[config.mk]
export PLATFORM = sky130hd
export DESIGN_NAME = keysw_mmio_dev
export DESIGN_NICKNAME = d
export VERILOG_FILES = /design/src/rtl/keysw_mmio_dev.sv
export SDC_FILE = /design/constraint.sdc
export NUM_CORES = 1
export LEC_CHECK = 0
export ABC_AREA = 1
export CAP_MARGIN = 0
export CORE_ASPECT_RATIO = 0.7
export CORE_MARGIN = 4
export CORE_UTILIZATION = 30
export CTS_CLUSTER_DIAMETER = 120
export DETAILED_ROUTE_END_ITERATION = 6
export PLACE_DENSITY_LB_ADDON = 0.12
export SYNTH_ARGS = -nofsm -noshare
export SYNTH_HDL_FRONTEND = slang
export SYNTH_SLANG_ARGS = --single-unit
[constraint.sdc]
create_clock -name CLK -period 5.9 [get_ports CLK]
set_clock_uncertainty 0.1 [all_clocks]
set_input_delay 1.475 -clock CLK [delete_from_list [all_inputs] [get_ports CLK]]
set_output_delay 1.475 -clock CLK [all_outputs]
set_load 0.02 [all_outputs]
[src/rtl/keysw_mmio_dev.sv]
// keysw_mmio_dev: memory-mapped pushbutton/switch input peripheral.
//
// Answers loads and stores in the BASE..BASE+6 I/O window. KEY[3:0] and SW[9:0]
// are synchronised and debounced. Each group has sticky ready/overrun flags,
// so software can poll for input changes instead of sampling raw levels.
//
// Register map (byte addresses, even only):
//   BASE+0 KDATA (RO)  {12'b0, kdeb[3:0]}
//   BASE+2 SDATA (RO)  {6'b0,  sdeb[9:0]}
//   BASE+4 KCTRL       bit0 RDY, bit1 OVR, bit4 IE
//   BASE+6 SCTRL       same layout as KCTRL
//
// Optional feature: define KEYSW_IRQ_EN to implement the IE bits and a
// registered IRQ output. Without it, IE reads 0, IE writes are ignored, and
// IRQ is tied low.

// Two-flop synchroniser followed by a stable-count debounce engine for one
// input group. chg pulses for exactly the cycle whose closing edge updates deb.
module keysw_debounce #(
  parameter int               W          = 4,
  parameter int               DEB_CYCLES = 500000,
  parameter int               CNTBITS    = 20,
  parameter logic [W-1:0]     RST_VAL    = '0
) (
  input  logic         clk,
  input  logic         rst_n,
  input  logic [W-1:0] raw,
  output logic [W-1:0] deb,
  output logic         chg
);

  localparam logic [CNTBITS-1:0] CNT_MAX = CNTBITS'(DEB_CYCLES - 1);

  logic [W-1:0]       sync_q1;
  logic [W-1:0]       sync_q2;
  logic [W-1:0]       cand;
  logic [CNTBITS-1:0] cnt;

  // Two-stage synchroniser for the asynchronous raw inputs.
  // NOTE: state registers use non-blocking assignments, so every flop samples
  // the pre-edge value of the others and the stage ordering stays intact.
  always_ff @(posedge clk or negedge rst_n) begin
    if (!rst_n) begin
      sync_q1 <= RST_VAL;
      sync_q2 <= RST_VAL;
    end else begin
      sync_q1 <= raw;
      sync_q2 <= sync_q1;
    end
  end

  // Debounce engine: restart the count on any change, and commit after
  // DEB_CYCLES consecutive stable cycles.
  always_ff @(posedge clk or negedge rst_n) begin
    if (!rst_n) begin
      cand <= RST_VAL;
      cnt  <= '0;
      deb  <= RST_VAL;
    end else if (sync_q2 != cand) begin
      cand <= sync_q2;
      cnt  <= '0;
    end else if (cnt == CNT_MAX) begin
      if (deb != cand) deb <= cand;
    end else begin
      cnt <= cnt + 1'b1;
    end
  end

  // chg is high in the cycle that deb takes the new value.
  assign chg = (sync_q2 == cand) && (cnt == CNT_MAX) && (deb != cand);

endmodule

// Sticky RDY/OVR flag pair for one input group.
module keysw_flags (
  input  logic clk,
  input  logic rst_n,
  input  logic chg,
  input  logic rd_data,
  input  logic wr_ctrl,
  input  logic din_rdy,
  input  logic din_ovr,
  output logic rdy,
  output logic ovr
);

  logic clr_rdy;

  // A clear is a data read, or a control write of 0 to RDY. A coincident chg
  // wins the clear, and it does not raise OVR because software is consuming
  // the previous value at the same moment.
  assign clr_rdy = rd_data | (wr_ctrl & ~din_rdy);

  // Flag update: set on chg, clear by data read or control write.
  always_ff @(posedge clk or negedge rst_n) begin
    if (!rst_n) begin
      rdy <= 1'b0;
      ovr <= 1'b0;
    end else begin
      if (chg)          rdy <= 1'b1;
      else if (rd_data) rdy <= 1'b0;
      else if (wr_ctrl) rdy <= rdy & din_rdy;

      if (chg && rdy && !clr_rdy) ovr <= 1'b1;
      else if (wr_ctrl)           ovr <= ovr & din_ovr;
    end
  end

endmodule

// Top level: bus decode, register file and the two input groups.
module keysw_mmio_dev #(
  parameter int                 DBITS      = 16,
  parameter int                 DEB_CYCLES = 500000,
  parameter int                 CNTBITS    = 20,
  parameter logic [DBITS-1:0]   BASE       = 16'hFFF0
) (
  input  logic             CLK,
  input  logic             RESET_N,
  input  logic [3:0]       KEY,
  input  logic [9:0]       SW,
  input  logic [DBITS-1:0] ADDR,
  input  logic             RE,
  input  logic             WE,
  input  logic [DBITS-1:0] DIN,
  output logic [DBITS-1:0] DOUT,
  output logic             HIT,
  output logic             IRQ
);

  typedef enum logic [1:0] {
    REG_KDATA = 2'd0,
    REG_SDATA = 2'd1,
    REG_KCTRL = 2'd2,
    REG_SCTRL = 2'd3
  } reg_sel_t;

  logic [DBITS-1:0] offset;
  reg_sel_t         reg_sel;
  logic [3:0]       kdeb;
  logic [9:0]       sdeb;
  logic             kchg;
  logic             schg;
  logic             krdy;
  logic             kovr;
  logic             srdy;
  logic             sovr;
  logic             kie;
  logic             sie;
  logic             rd_kdata;
  logic             rd_sdata;
  logic             wr_kctrl;
  logic             wr_sctrl;
  logic             unused_din;

  // Offset into the window. An address below BASE wraps to a large value,
  // so one unsigned compare covers both ends of the window.
  assign offset  = ADDR - BASE;
  assign HIT     = (offset < DBITS'(7)) && !ADDR[0];
  assign reg_sel = reg_sel_t'(offset[2:1]);

  // Bus strobes count only inside the window.
  assign rd_kdata = RE & HIT & (reg_sel == REG_KDATA);
  assign rd_sdata = RE & HIT & (reg_sel == REG_SDATA);
  assign wr_kctrl = WE & HIT & (reg_sel == REG_KCTRL);
  assign wr_sctrl = WE & HIT & (reg_sel == REG_SCTRL);

  // Only DIN[0], DIN[1] and (optionally) DIN[4] carry meaning. The other bits
  // are folded here so that the bus width does not have to match the register layout.
  assign unused_din = ^DIN;

  keysw_debounce #(
    .W          (4),
    .DEB_CYCLES (DEB_CYCLES),
    .CNTBITS    (CNTBITS),
    .RST_VAL    (4'hF)
  ) u_key_deb (
    .clk   (CLK),
    .rst_n (RESET_N),
    .raw   (KEY),
    .deb   (kdeb),
    .chg   (kchg)
  );

  keysw_debounce #(
    .W          (10),
    .DEB_CYCLES (DEB_CYCLES),
    .CNTBITS    (CNTBITS),
    .RST_VAL    (10'h000)
  ) u_sw_deb (
    .clk   (CLK),
    .rst_n (RESET_N),
    .raw   (SW),
    .deb   (sdeb),
    .chg   (schg)
  );

  keysw_flags u_key_flags (
    .clk     (CLK),
    .rst_n   (RESET_N),
    .chg     (kchg),
    .rd_data (rd_kdata),
    .wr_ctrl (wr_kctrl),
    .din_rdy (DIN[0]),
    .din_ovr (DIN[1]),
    .rdy     (krdy),
    .ovr     (kovr)
  );

  keysw_flags u_sw_flags (
    .clk     (CLK),
    .rst_n   (RESET_N),
    .chg     (schg),
    .rd_data (rd_sdata),
    .wr_ctrl (wr_sctrl),
    .din_rdy (DIN[0]),
    .din_ovr (DIN[1]),
    .rdy     (srdy),
    .ovr     (sovr)
  );

`ifdef KEYSW_IRQ_EN
  // Interrupt enables, written through the control registers.
  always_ff @(posedge CLK or negedge RESET_N) begin
    if (!RESET_N) begin
      kie <= 1'b0;
      sie <= 1'b0;
    end else begin
      if (wr_kctrl) kie <= DIN[4];
      if (wr_sctrl) sie <= DIN[4];
    end
  end

  // Registered interrupt request, so it lags the flags by one cycle.
  always_ff @(posedge CLK or negedge RESET_N) begin
    if (!RESET_N) IRQ <= 1'b0;
    else          IRQ <= (krdy & kie) | (srdy & sie);
  end
`else
  assign kie = 1'b0;
  assign sie = 1'b0;
  assign IRQ = 1'b0;
`endif

  // Load data: pure combinational decode of ADDR. RE is not involved.
  // NOTE: DOUT gets a default before the case, so no path leaves it unassigned
  // and no latch is inferred.
  always_comb begin
    DOUT = '0;
    if (HIT) begin
      case (reg_sel)
        REG_KDATA: DOUT = DBITS'(kdeb);
        REG_SDATA: DOUT = DBITS'(sdeb);
        REG_KCTRL: DOUT = DBITS'({kie, 2'b00, kovr, krdy});
        REG_SCTRL: DOUT = DBITS'({sie, 2'b00, sovr, srdy});
        default:   DOUT = '0;
      endcase
    end
  end

endmodule

# Word level (Yosys, flattened, before mapping)
# Index checks and enable logic that the tools add are counted.
# classes
addsub	3
n_lt_le_gt_ge	1
eq_ne	13
mux	16
bitwise	17
n_reduce_logical	19
# op_table
operator	count
$mux W20	4
$pmux W16 S4	1
$add A20 B1 Y20 const B	2
$eq A20 B19 Y1 const B	2
$ne A10 B10 Y1	2
$lt A16 B3 Y1 const B	1
$mux W16	1
$sub A16 B16 Y16 const B	1
$and A1 B1 Y1	12
$eq A10 B10 Y1	1
$mux W1	10
$logic_and A1 B1 Y1	9
$ne A4 B4 Y1	2
$reduce_and A3 Y1	2
$reduce_bool A3 Y1	2
$eq A2 B2 Y1 const B	2
$eq A4 B4 Y1	1
$ne A2 B1 Y1 const B	2
$reduce_bool A2 Y1	2
$logic_not A1 Y1	3
$not A1 Y1	3
$eq A2 B1 Y1 const B	1
$logic_not A2 Y1	1
$or A1 B1 Y1	2
# word_totals
reg_bits	100
out_inout_bits	18
elab_cells	83

# Longest topological paths before layout
# Gate-level depths: netlist of run 1.
# logic_depth
ltp_word	10
depth_mapped	12
mapped_depth_nobuf	12

# Cells and area by module
# A second synthesis of run 1 with hierarchy kept.
# unflattened
hier_cells	688
hier_area_um2	5418.9
# by_module_without_submodules
module	n_inst	cells_per_inst	area_each_um2	seq_area_each_um2
keysw_debounce (u_sw_deb)	1	329	2781.4	1501.4
keysw_debounce (u_key_deb)	1	240	1928.1	920.9
keysw_mmio_dev	1	91	504.2	0.0
keysw_flags	2	14	102.6	50.0

# Least setup slack after synthesis of run 1
# Ideal clock, no wire load.
# synth_path
path_kind	in2out
start	in ADDR[8]
end	out DOUT[2]
arrival_ps	2642
required_ps	4325
path_slack_ps	1683
stages	9
path_cell_list	nand2_1 > nor2_4 > nand2_1 > nor2_1 > nand2_1 > nor2_4 > nand3_4 > buf_6 > a21oi_1
# synth_via
elab_chain_cells	4
# synth_lines
item	line	text
from (decl)	122	input logic [DBITS-1:0] ADDR,
$sub A16 B16 Y16	158	assign offset = ADDR - BASE;
$lt A16 B3 Y1	159	assign HIT = (offset < DBITS'(7)) && !ADDR[0];
$logic_and A1 B1 Y1	159	
$mux W16	250	if (HIT) begin
to (decl)	126	output logic [DBITS-1:0] DOUT,
# Every way passes these cells.

# Worst setup path after layout of run 1
# layout_path
start	in ADDR[10]
end	out DOUT[9]
# Same word-level chain as after synthesis.

==> flow_summary.toml, run 1 <==
[status]
status = "complete, no violations"

[yosys]
yosysUniqueCellTypes = 53
synthSimpleGateAreaFrac = 0.257
synth-edff-count = 0
syn_area_per_cell_um2 = 8.80
synth_cells = 566
synth-seq-area-share = 0.507
async_flop_share = 1.00
ys.flop_type = "dfrtp_1"
synth_area_um2 = 4980
ys_ff_latch = 100
synth_compound_area_frac = 0.0962
synth.area.mux_share = 0.00452
synth_xor_area_frac = 0.0352
synthAdderAreaFrac = 0.00503
yosys_warnings = 0
synth_top_family_by_area = "simple AND/OR/NAND/NOR gates"

[cells_and_area]
num_antenna_cells = 0
seq_area_um2 = 2520
nets = 657
drive_gt1_frac = 0.146
multi_input_area_um2 = 2010
syn2layout_area_growth_pct = 18.6
utilization = 0.362
instances_no_fill = 835
layout_commonest_cell = "nand2_1"
nFillCells = 1669
mostFrequentLayoutCells = "nand2_1 (96), dfrtp_1 (84), inv_1 (77), nor2_1 (49), clkdlybuf4s50_1 (45)"

[hold_path]
whs_endpoint = "u_sw_deb.sync_q2[1]"
whs_path_depth = 0
hold_start = "u_sw_deb.sync_q1[1]"
hp-class = "flip-flop to flip-flop"

[sta]
rsz0062_at_grt = "no"
hold_ws_ps = 252
finalSetupTns_ps = 0
fin_crit_sh = 0.900
setup_viol = 0
finalHoldViolCount = 0
tightest_slew_ps = 668
fin_crit_ps = 5310
max_clock_freq_mhz = 188
maxSlewHeadroom = 0.555
drv_slew = 0

[setup_path]
r2r_end = "u_sw_flags.ovr"
required_ps = 4320
slowest_stage = "clkdlybuf4s50_1"
cp-end-kind = "primary output"
crit_chain = "clkdlybuf4s50_1 > nand2_2 > nor2_4 > nand2_1 > nor2_1 > nand2_1 > nor2_4 > nand3_4 > nor3_1 > clkdlybuf4s50_1"
reg2reg_from = "u_sw_deb.cand[5]"
crit_buf_inv = 2
r2r_slack_ps = 3480
max_stage_delay_ps = 650
worst-r2r-cell-count = 8
worstSetupPathType = "input pin to primary output"
crit_path_start_kind = "input pin"
cp.depth = 10
critPathMaxFanout = 12
arrival_ps = 3730
crit_family = "buffers and inverters"

[clock_network]
cts_buffers = 9
clock_sinks = 100
cts_root_buf = "clkbuf_16"
htreeDepth = 3
holdBufCountCts = 0
cts_setup_buffers = 0
insertion_delay_ps = 350
cts_resized = 0
path_clk_slew_ps = 80
tritoncts = "yes"
clockBufferDepth = 2

[job]
drv_cap = 0

[floorplanning]
die-area_um2 = 18800
io_pins = 68
die_w_um = 162
fp-row-count = 39
core_area_um2 = 16300
initial_core_util = 0.306
die_h_um = 116

[route]
drt-total-wl_um = 10400
viasPerCell = 4.42
detail-route-antenna-nets = 0
dr_total_vias = 3693
dr.pass1.iters = 5
wire_per_inst_um = 12.5
drc = 0
drt-initial-drc-count = 255

[global_route]
busiest_layer = "met1"
grt.total_usage = 0.117
grt_max_degree = 52
grt_util_met3 = 0.0323
global_route.usage.met2 = 0.164
use_met1 = 0.178
overflow = 0
antenna_found_initial = 0
grt_pass1_vias = 3500
grt_pass1_wl_um = 17800

[placement]
io_buffer_count = 46
placedCellCount = 819
dp_hpwl_um = 7670
place.gp.congestion = 0.819

[power]
p_leak_nw = 2.49
powerDensity_nw_per_um2 = 236
ir_drop_mv = 0.149
p_total_w = 0.00139
## logic make-up after synthesis
kind of cell | Yosys count
AO/OA/AOI/OAI | 77
XOR/XNOR | 20
adder cells (fa/ha/maj) | 2
buffers and inverters | 111
flip-flops | 100
multiplexers | 2
other | 1
AND/OR/NAND/NOR | 253
## sequential cells by signal (all words and copies together), names as in the netlist, 10 cells and up
signal,cells
u_sw_deb.cand,10
u_key_deb.cnt,20
u_sw_deb.deb,10
u_sw_deb.sync_q2,10
u_sw_deb.sync_q1,10
u_sw_deb.cnt,20
## layout make-up
type | instances | area share
inverter | 85 | 0.0542
tap | 225 | 0.0477
clock buffer | 9 | 0.0381
clock inverter | 7 | 0.0127
timing repair buffer | 48 | 0.0801
multi-input combinational | 361 | 0.340
sequential | 100 | 0.427
## metal layers
metal  wire, um  up-vias  share of wire
met4         84        0         0.0081
met3        542        4          0.052
met5          0        -              0
li1           -     1891              -
met1       5580     1719           0.54
met2       4200       79           0.40
## stage by stage
stage | area [um^2] | setup slack [ps]
final | 5910 | 592
after global routing | 5910 | 420
after CTS | 5910 | 574
after detailed placement | 5610 | 577
after global placement | 5610 | 559
after floorplan | 5000 | 1680
## synthesized netlist by cell type (all sizes together) (9+ instances only)
cell / count / area share
buf: 12 / 0.020
dfstp: 16 / 0.084
xor2: 9 / 0.016
nand3: 29 / 0.035
nand4: 15 / 0.020
nand2: 103 / 0.081
clkbuf: 14 / 0.011
nor3: 28 / 0.037
nor2: 63 / 0.062
inv: 82 / 0.062
dfrtp: 84 / 0.42
a21oi: 26 / 0.027
o21ai: 30 / 0.038
xnor2: 11 / 0.019
## worst register-to-register path, delay by kind of cell (launching register included)
| family | cells | cell delay (ps) |
|---|---|---|
| simple gates | 7 | 1660 |
| flops | 1 | 420 |
| xor+xnor | 1 | 200 |
## how the worst max path moves through the flow
| stage | from | endpoint |
|---|---|---|
| 4_1_cts | ADDR[10] | DOUT[9] |
| 6_report | ADDR[10] | DOUT[9] |
| 5_1_grt | ADDR[9] | DOUT[9] |
| 3_5_place_dp | ADDR[10] | DOUT[9] |
| 2_1_floorplan | ADDR[8] | DOUT[2] |
| 3_3_place_gp | ADDR[10] | DOUT[9] |
## power breakdown
group	total [W]	switching (W)	internal [W]
sequential	0.000714	0.0000103	0.000703
combinational	0.0000842	0.0000486	0.0000356
clock	0.000596	0.000294	0.000303
total	0.00139	0.000352	0.00104
Power figures use the tool's default switching activity.
==> inputs of run 2 (changes only) <==
- ABC_AREA: 1 -> not set
- CTS_CLUSTER_DIAMETER: 120 -> not set
==> run 2 against run 1 <==
Effect of this change: setup slack improved by 150 ps; non-clock buffer count rose by 1; register-to-register slack got worse by 680 ps.
==> flow_summary.toml, run 2 <==
[status]
status = "complete, no violations"

[placement]
dp_hpwl_um = 6000
io_buffer_count = 46
place.gp.congestion = 0.763
placedCellCount = 600

[cells_and_area]
drive_gt1_frac = 0.124
instances_no_fill = 616
nets = 473
nFillCells = 1403
num_antenna_cells = 0
layout_commonest_cell = "dfrtp_1"
largestRegisters = "u_key_deb.cnt: 20 flops, u_sw_deb.cnt: 20 flops"
mostFrequentLayoutCells = "dfrtp_1 (84), nor2_1 (45), clkdlybuf4s50_1 (45), xor2_1 (42), xnor2_1 (22)"
seq_area_um2 = 2520
syn2layout_area_growth_pct = 21.1
multi_input_area_um2 = 1740

[setup_path]
crit_end = "DOUT[5]"
worst-r2r-cell-count = 5
r2r_end = "u_sw_deb.deb[7]"
reg2reg_from = "u_sw_deb.cand[3]"
critPathMaxFanout = 6
worstSetupPathType = "input pin to primary output"
cp-end-kind = "primary output"
r2r_slack_ps = 2800
startpoint = "ADDR[6]"
arrival_ps = 3580
required_ps = 4320
crit_path_start_kind = "input pin"

[route]
drc = 0
m1WireLength_um = 4620
top_layer = "met4"
drt-total-wl_um = 8580
dr_total_vias = 2769
wl_met3_um = 382
dr.pass1.iters = 4
drt-initial-drc-count = 89
viasPerCell = 4.50
detail-route-antenna-nets = 0
wl_met2_um = 3530
wire_per_inst_um = 13.9

[sta]
setup_viol = 0
rsz0062_at_grt = "no"
max_clock_freq_mhz = 194
finalSetupTns_ps = 0
finalHoldViolCount = 0
fin_crit_ps = 5160
fin_crit_sh = 0.874
tightest_slew_ps = 956
drv_slew = 0
maxSlewHeadroom = 0.361

[power]
powerDensity_nw_per_um2 = 265
ir_drop_mv = 0.116
p_leak_nw = 2.20

[yosys]
synth_area_um2 = 4400
synth.area.mux_share = 0.0597
synth_cells = 383
yosys_warnings = 0
synthSimpleGateAreaFrac = 0.169
ys_ff_latch = 100
synth_compound_area_frac = 0.0287
async_flop_share = 1.00
yosysTopAreaCellShare = 0.478
synth_xor_area_frac = 0.127
yosysUniqueCellTypes = 34
syn_area_per_cell_um2 = 11.5
synth_top_family_by_area = "simple AND/OR/NAND/NOR gates"
synth-seq-area-share = 0.574
synthTopCellsByArea = "dfrtp_1 (48%), dfstp_2 (9.6%), xor2_1 (8.4%), xnor2_1 (4.4%), nor2_1 (3.8%)"
ys.flop_type = "dfrtp_1"
synthTopCellsByCount = "dfrtp_1 (84), nor2_1 (45), xor2_1 (42)"
synthAdderAreaFrac = 0.00569
synth_top_area_cell = "dfrtp_1"
yosysMostFrequentCell = "dfrtp_1"
synth-edff-count = 0

[clock_network]
cts_root_buf = "clkbuf_16"
cts_setup_buffers = 0
insertion_delay_ps = 340
holdBufCountCts = 0
cts_resized = 0
clock_sinks = 100
tritoncts = "yes"
htreeDepth = 3
clockBufferDepth = 2
path_clk_slew_ps = 70
cts_buffers = 9

[floorplanning]
core_area_um2 = 14100
die_w_um = 153
initial_core_util = 0.311
io_pins = 68
die-area_um2 = 16700
die_h_um = 109
fp-row-count = 36

[global_route]
grt_pass1_wl_um = 14500
grt_max_degree = 54
overflow = 0
antenna_found_initial = 0
grt_pass1_vias = 2819
grt.total_usage = 0.109

[job]
drv_cap = 0

[hold_path]
hold_start = "u_sw_deb.sync_q1[7]"
whs_path_depth = 0
hp-class = "flip-flop to flip-flop"
==> run 2: metal layers <==
metal	GRT usage	up-vias
met3	0.0350	4
met5	0	-
met4	0.0369	0
met2	0.149	53
met1	0.161	1348
li1	-	1364
==> run 2: critical path, stage by stage <==
cell             delay (ps)
clkdlybuf4s50_1         460
nand4_1                 110
nor4_1                  210
buf_4                   180
nand2_1                  60
nor4_1                  180
buf_4                   180
and2_1                  120
clkdlybuf4s50_1         610
==> run 2: how the worst min path moves through the flow <==
stage / endpoint / slack (ps)
2_1_floorplan: u_sw_deb.sync_q2[0] / 230
3_3_place_gp: u_sw_deb.sync_q2[6] / 230
5_1_grt: u_sw_deb.sync_q2[7] / 240
6_report: u_sw_deb.sync_q2[7] / 240
3_5_place_dp: u_sw_deb.sync_q2[2] / 230
4_1_cts: u_sw_deb.sync_q2[7] / 240
==> run 2: through the flow <==
stage,hold WS [ps],utilization,power [W],setup slack (ps),cell area (um^2)
2_1_floorplan,231,-,0.000753,1610,4420
3_3_place_gp,232,0.354,0.000791,653,5000
3_5_place_dp,235,0.354,0.000791,680,5000
4_1_cts,241,0.376,0.00144,667,5320
5_1_grt,242,0.376,0.00147,535,5320
6_report,244,0.376,0.00141,743,5320
==> run 2: cells by family after synthesis <==
family,Yosys count
adder cells (fa/ha/maj),2
flip-flops,100
buffers and inverters,32
XOR/XNOR,64
AO/OA/AOI/OAI,21
multiplexers,19
other,1
AND/OR/NAND/NOR,144
==> run 2: power breakdown <==
part | total (W) | internal (W) | leakage (nW) | switching, W
clock network | 0.000634 | 0.000375 | 0.162 | 0.000258
logic | 0.0000622 | 0.0000304 | 0.777 | 0.0000318
registers | 0.000714 | 0.000704 | 1.26 | 0.0000104
==> run 2: layout make-up <==
type	instances	area share
clock inverter	7	0.0186
multi-input combinational	257	0.328
sequential	100	0.474
clock buffer	9	0.0423
timing repair buffer	49	0.0902
inverter	4	0.00282
tap	190	0.0447
==> inputs of run 3 (changes only) <==
- SETUP_SLACK_MARGIN: not set -> 0.4
==> results of run 3 <==
Same layout as run 2: the final DEF is identical, and so are final timing and power.
